[config.mk]
export PLATFORM = sky130hd
export DESIGN_NAME = seg7_reader
export DESIGN_NICKNAME = d
export VERILOG_FILES = /design/src/rtl/seg7_pkg.sv /design/src/rtl/seg7_pattern_match.sv /design/src/rtl/seg7_reader.sv
export SDC_FILE = /design/constraint.sdc
export NUM_CORES = 1
export LEC_CHECK = 0
export ABC_AREA = 1
export CAP_MARGIN = 20
export CORE_UTILIZATION = 45
export DETAILED_ROUTE_END_ITERATION = 10
export HOLD_SLACK_MARGIN = 0.12
export PLACE_DENSITY = 0.75
export SYNTH_ARGS = -nofsm -noshare
export SYNTH_HDL_FRONTEND = slang
export SYNTH_HIERARCHICAL = 1
export SYNTH_SLANG_ARGS = --single-unit
[constraint.sdc]
create_clock -name clk -period 1.73 [get_ports clk]
set_input_delay 0.4325 -clock clk [delete_from_list [all_inputs] [get_ports clk]]
set_output_delay 0.4325 -clock clk [all_outputs]
set_load 0.01 [all_outputs]
[src/rtl/seg7_pkg.sv]
// seg7_pkg
// Shared definitions for the 7-segment encoder and reader.
// Contents:
//   SEG_0..SEG_9, SEG_A..SEG_F, SEG_BLANK : segment patterns, bit order
//                                           gfedcba, 1 = segment lit
//   reader_state_t                        : reader FSM states
package seg7_pkg;

  localparam logic [6:0] SEG_0     = 7'b0111111;
  localparam logic [6:0] SEG_1     = 7'b0000110;
  localparam logic [6:0] SEG_2     = 7'b1011011;
  localparam logic [6:0] SEG_3     = 7'b1001111;
  localparam logic [6:0] SEG_4     = 7'b1100110;
  localparam logic [6:0] SEG_5     = 7'b1101101;
  localparam logic [6:0] SEG_6     = 7'b1111101;
  localparam logic [6:0] SEG_7     = 7'b0000111;
  localparam logic [6:0] SEG_8     = 7'b1111111;
  localparam logic [6:0] SEG_9     = 7'b1101111;
  localparam logic [6:0] SEG_A     = 7'b1110111;
  localparam logic [6:0] SEG_B     = 7'b1111100;
  localparam logic [6:0] SEG_C     = 7'b0111001;
  localparam logic [6:0] SEG_D     = 7'b1011110;
  localparam logic [6:0] SEG_E     = 7'b1111001;
  localparam logic [6:0] SEG_F     = 7'b1110001;
  localparam logic [6:0] SEG_BLANK = 7'b0000000;

  typedef enum logic [1:0] {
    IDLE,
    SETTLE,
    LOCKED
  } reader_state_t;

endpackage

[src/rtl/seg7_pattern_match.sv]
// seg7_pattern_match
// Combinational decode of a 7-segment pattern back to its digit value.
// Ports:
//   pattern  in  7 : segment pattern, gfedcba
//   value    out 4 : decoded value (0 when not a digit)
//   is_digit out 1 : pattern is a legal digit
//   is_blank out 1 : pattern is all segments off
// Build option: define SEG7_READER_HEX_EN to also accept A..F (10..15).
module seg7_pattern_match
  import seg7_pkg::*;
(
  input  logic [6:0] pattern,
  output logic [3:0] value,
  output logic       is_digit,
  output logic       is_blank
);

  // Table lookup; anything not listed is neither a digit nor blank.
  always_comb begin
    value    = 4'd0;
    is_digit = 1'b1;
    is_blank = 1'b0;
    case (pattern)
      SEG_0: value = 4'd0;
      SEG_1: value = 4'd1;
      SEG_2: value = 4'd2;
      SEG_3: value = 4'd3;
      SEG_4: value = 4'd4;
      SEG_5: value = 4'd5;
      SEG_6: value = 4'd6;
      SEG_7: value = 4'd7;
      SEG_8: value = 4'd8;
      SEG_9: value = 4'd9;
`ifdef SEG7_READER_HEX_EN
      SEG_A: value = 4'd10;
      SEG_B: value = 4'd11;
      SEG_C: value = 4'd12;
      SEG_D: value = 4'd13;
      SEG_E: value = 4'd14;
      SEG_F: value = 4'd15;
`endif
      SEG_BLANK: begin
        is_digit = 1'b0;
        is_blank = 1'b1;
      end
      default: is_digit = 1'b0;
    endcase
  end

endmodule

[src/rtl/seg7_reader.sv]
// seg7_reader
// Reads an asynchronous 7-segment bus back into a digit. The bus is
// synchronized, must hold the same value for STABLE_CYCLES samples, and is
// then evaluated once: legal digits update digit, all-off sets blank, and
// anything else pulses pattern_err and bumps a saturating error count.
// A settled pattern equal to the last evaluated one raises no event.
// Ports:
//   clk          in  1 : clock
//   reset        in  1 : synchronous, active high
//   segments_in  in  7 : async pattern, gfedcba, 1 = lit
//   digit        out 4 : last accepted digit
//   digit_valid  out 1 : one-cycle pulse when digit updates
//   pattern_err  out 1 : one-cycle pulse for an illegal settled pattern
//   blank        out 1 : last accepted pattern was all-off
//   err_count    out 4 : saturating count of pattern_err pulses
// Build option: SEG7_READER_HEX_EN (see seg7_pattern_match).
module seg7_reader
  import seg7_pkg::*;
#(
  parameter int STABLE_CYCLES = 4
)
(
  input  logic       clk,
  input  logic       reset,
  input  logic [6:0] segments_in,
  output logic [3:0] digit,
  output logic       digit_valid,
  output logic       pattern_err,
  output logic       blank,
  output logic [3:0] err_count
);

  localparam logic [7:0] STABLE_LIMIT = 8'(STABLE_CYCLES);

  logic [6:0]    s1, s2;
  logic [6:0]    prev_sample;
  logic [6:0]    last_eval;
  logic          no_eval;
  logic [7:0]    stable_cnt;
  logic [7:0]    run_len;
  logic          evaluate;
  logic          new_pattern;
  reader_state_t state, state_next;
  logic [3:0]    match_value;
  logic          match_digit, match_blank;

  seg7_pattern_match u_match (
    .pattern  (s2),
    .value    (match_value),
    .is_digit (match_digit),
    .is_blank (match_blank)
  );

  // Two-flop synchronizer on the whole bus.
  always_ff @(posedge clk) begin
    if (reset) begin
      s1 <= '0;
      s2 <= '0;
    end else begin
      s1 <= segments_in;
      s2 <= s1;
    end
  end

  // Length of the current run of equal s2 samples, counting this one.
  always_comb begin
    if (s2 != prev_sample) begin
      run_len = 8'd1;
    end else if (stable_cnt == 8'hFF) begin
      run_len = 8'hFF;
    end else begin
      run_len = stable_cnt + 8'd1;
    end
  end

  // Next state and the one-shot evaluate strobe. LOCKED can evaluate
  // directly on a change when a single sample is enough to settle.
  always_comb begin
    state_next = state;
    evaluate   = 1'b0;
    case (state)
      IDLE: state_next = SETTLE;
      SETTLE: begin
        if (run_len >= STABLE_LIMIT) begin
          state_next = LOCKED;
          evaluate   = 1'b1;
        end
      end
      LOCKED: begin
        if (s2 != prev_sample) begin
          if (run_len >= STABLE_LIMIT) begin
            evaluate = 1'b1;
          end else begin
            state_next = SETTLE;
          end
        end
      end
      default: state_next = IDLE;
    endcase
  end

  // State register, previous sample and stability counter.
  always_ff @(posedge clk) begin
    if (reset) begin
      state       <= IDLE;
      prev_sample <= '0;
      stable_cnt  <= '0;
    end else begin
      state       <= state_next;
      prev_sample <= s2;
      stable_cnt  <= (state == IDLE) ? 8'd1 : run_len;
    end
  end

  assign new_pattern = no_eval || (s2 != last_eval);

  // Evaluation of a freshly settled pattern into the output registers.
  always_ff @(posedge clk) begin
    if (reset) begin
      digit       <= '0;
      digit_valid <= 1'b0;
      pattern_err <= 1'b0;
      blank       <= 1'b0;
      err_count   <= '0;
      last_eval   <= '0;
      no_eval     <= 1'b1;
    end else begin
      digit_valid <= 1'b0;
      pattern_err <= 1'b0;
      if (evaluate && new_pattern) begin
        last_eval <= s2;
        no_eval   <= 1'b0;
        if (match_digit) begin
          digit       <= match_value;
          digit_valid <= 1'b1;
          blank       <= 1'b0;
        end else if (match_blank) begin
          blank <= 1'b1;
        end else begin
          pattern_err <= 1'b1;
          if (err_count != 4'hF) begin
            err_count <= err_count + 4'd1;
          end
        end
      end
    end
  end

endmodule
==> results.json <==
{
  "overflow": 0,
  "drt-total-wl_um": 5130,
  "setup_slack_ns": -0.0563,
  "max_freq_mhz": 560,
  "crit_chain": "ha_4, nand3_4, nor2_4, nor2_1, nor2_1, o21ai_2, nand3_2, nand3_4, nor2_4, nand2_2, inv_4, nand2_2, nand2_1",
  "routed.top_layer": "met4",
  "numCtsBuffers": 5,
  "start_util_pct": 47.0,
  "cts_root_buf": "clkbuf_8",
  "setup_viol": 12,
  "coreArea_um2": 5140,
  "r2r_slack_ns": -0.06,
  "ir_drop_v": 0.000656,
  "synthesis.nets": 370,
  "dr.first_iter.drc_count": 101,
  "period_share_pct": 103,
  "p_leak_nw": 1.49,
  "hp-class": "reg -> reg",
  "p_seq_share_pct": 46.5,
  "dieArea_um2": 5670,
  "maxSlewHeadroom_pct": 75.0,
  "syn_area_per_cell_um2": 6.81,
  "period_minus_slack_ns": 1.79,
  "seq_area_frac_synth_pct": 41.4,
  "insertion_delay_ns": 0.30,
  "cts_htree_levels": 2,
  "via_count": 2252,
  "grt_max_degree": 29,
  "wl_met1_um": 2390,
  "violations": "negative setup slack",
  "multiInputGateArea_um2": 1290,
  "cts_buffer_depth": 2,
  "setup_tns_ns": -0.265,
  "synth-edff-count": 0,
  "ys_async_sr_fraction_pct": 0,
  "status": "finished, violations left",
  "slowest_stage": "dfxtp_2",
  "antenna_left": 0,
  "drc": 0,
  "dr.pass1.iters": 4,
  "synth_area_um2": 2420,
  "dieHeight_um": 75.3,
  "synth_warnings": 6,
  "dp_hpwl_um": 3660,
  "internal_power_w": 0.00199,
  "worstPathRequired_ns": 1.97,
  "dr_wl_met3_um": 167,
  "drive_above_1_share_pct": 26.0,
  "synth_cells": 355,
  "via_per_inst": 4.75,
  "end_kind": "register",
  "diodes": 0,
  "crit_fanout": 6,
  "p_switching_w": 0.000663,
  "cts_tree": "built",
  "worstPathArrival_ns": 2.03,
  "layout_commonest_cell": "nand2_1",
  "swShare_pct": 25.0,
  "io_buffer_count": 19,
  "met2_length_um": 2500,
  "nNetsFinal": 418,
  "die_x_um": 75.3,
  "post-place-ws_ns": -0.0717,
  "nFillCells": 485,
  "ctsHoldBuffers": 0,
  "area_delta_synth_final_pct": 32.5,
  "clock_power_share_pct": 37.5,
  "wl_per_cell_um": 10.8,
  "gp_congestion": 0.960,
  "yosysUniqueCellTypes": 25,
  "p_comb_share_pct": 16.0,
  "first_global_vias": 1979,
  "worst_slew_pin_slew_ns": 0.371,
  "rsz0062_at_grt": "true",
  "clkSinkCount": 50,
  "powerDensity_nw_per_um2": 829,
  "ys.flop_type": "dfxtp_1",
  "drv_cap": 0,
  "grt.total_usage_pct": 19.5,
  "skew_ns": 0.00928,
  "antenna_found_initial": 0,
  "maxSlewViolCount": 0,
  "finalHoldViolations": 0,
  "critPathKind": "reg -> reg",
  "layout_common_cells": "nand2_1 (75), nor2_1 (51), inv_1 (49)",
  "clk_pin_slew_ns": 0.09,
  "ys_seq_elements": 50,
  "slowest_delay_ns": 0.37,
  "grt_pass1_wl_um": 8270,
  "io_pins": 20,
  "regArea_um2": 1030,
  "critPathLaunchType": "register",
  "rows": 26
}
-- per-stage QoR --
stage          util [%]  power, W  hold WS, ns  cells  cell area [um2]
6_report           62.3   0.00265        0.401    474             3200
5_1_grt            62.3   0.00281        0.415    474             3200
4_1_cts            60.3   0.00266        0.404    473             3100
3_5_place_dp       56.1   0.00165        0.397    465             2880
3_3_place_gp       56.1   0.00164        0.390    465             2880
2_1_floorplan         -   0.00153        0.388    355             2420
-- timing repair --
action | CTS | global route
endpoints found under the setup margin | 20 | 22
pin swaps | 1 | 17
setup buffers | 0 | 1
gates resized for setup | 27 | 30
-- final cells by class --
type / instances / share of cell area (%)
multi-input combinational: 239 / 40.4
sequential: 50 / 32.1
timing repair buffer: 46 / 12.9
inverter: 61 / 7.39
tap: 70 / 2.74
clock buffer: 6 / 2.58
clock inverter: 2 / 1.88
-- power by group through the flow --
| stage | registers [W] | clock network, W | logic [W] |
|---|---|---|---|
| floorplan | 0.00125 | 0 | 0.000273 |
| global placement | 0.00126 | 0 | 0.000386 |
| detailed placement | 0.00126 | 0 | 0.000395 |
| CTS | 0.00123 | 0.00102 | 0.000413 |
| global route | 0.00124 | 0.00108 | 0.000490 |
| finish | 0.00123 | 0.000996 | 0.000425 |
-- worst paths after layout --
check,startpoint,endpoint,depth (start not counted)
max,stable_cnt[0],digit[3],13
max reg2reg,stable_cnt[0],digit[3],13
min,s1[1],s2[1],2
min reg2reg,s1[1],s2[1],2
-- metal layers --
metal	track usage [%]	vias up
met1	24.4	1020
met4	7.20	0
met5	0	-
met3	4.28	4
met2	33.1	33
li1	-	1195
-- worst max-delay path: cells and delay by family, from the launching register on --
family / cells / cell delay [ns]
adder cells (fa/ha/maj): 1 / 0.16
AND/OR/NAND/NOR: 10 / 1.02
flip-flops: 1 / 0.37
buffers and inverters: 1 / 0.10
AO/OA/AOI/OAI: 1 / 0.08
-- state kept, by name, indices dropped and copies added, names as in the netlist --
register / cells
digit_valid: 1
state: 2
err_count: 4
no_eval: 1
s2: 7
s1: 7
prev_sample: 7
pattern_err: 1
blank: 1
digit: 4
stable_cnt: 8
last_eval: 7
-- kinds of logic (layout without fill, tap and decap cells) --
| group | Yosys count | count (layout) | share of synthesized area (%) |
|---|---|---|---|
| buf+inv | 66 | 115 | 10.6 |
| fa+ha+maj | 6 | 6 | 3.11 |
| xor+xnor | 6 | 6 | 2.18 |
| compound gates | 39 | 39 | 8.34 |
| simple gates | 188 | 188 | 34.4 |
| flops | 50 | 50 | 41.4 |
-- synth_stat cells (5+ instances only) --
cell / number / area share (%)
dfxtp_1: 50 / 41
nor2_1: 57 / 8.9
inv_2: 11 / 1.7
a21oi_1: 19 / 3.9
inv_1: 49 / 7.6
nand3_1: 23 / 4.8
o21ai_1: 10 / 2.1
ha_1: 6 / 3.1
nand2_1: 83 / 13
o21ai_0: 8 / 1.7
nor2_2: 5 / 1.3
Power figures use the tool's default switching activity.
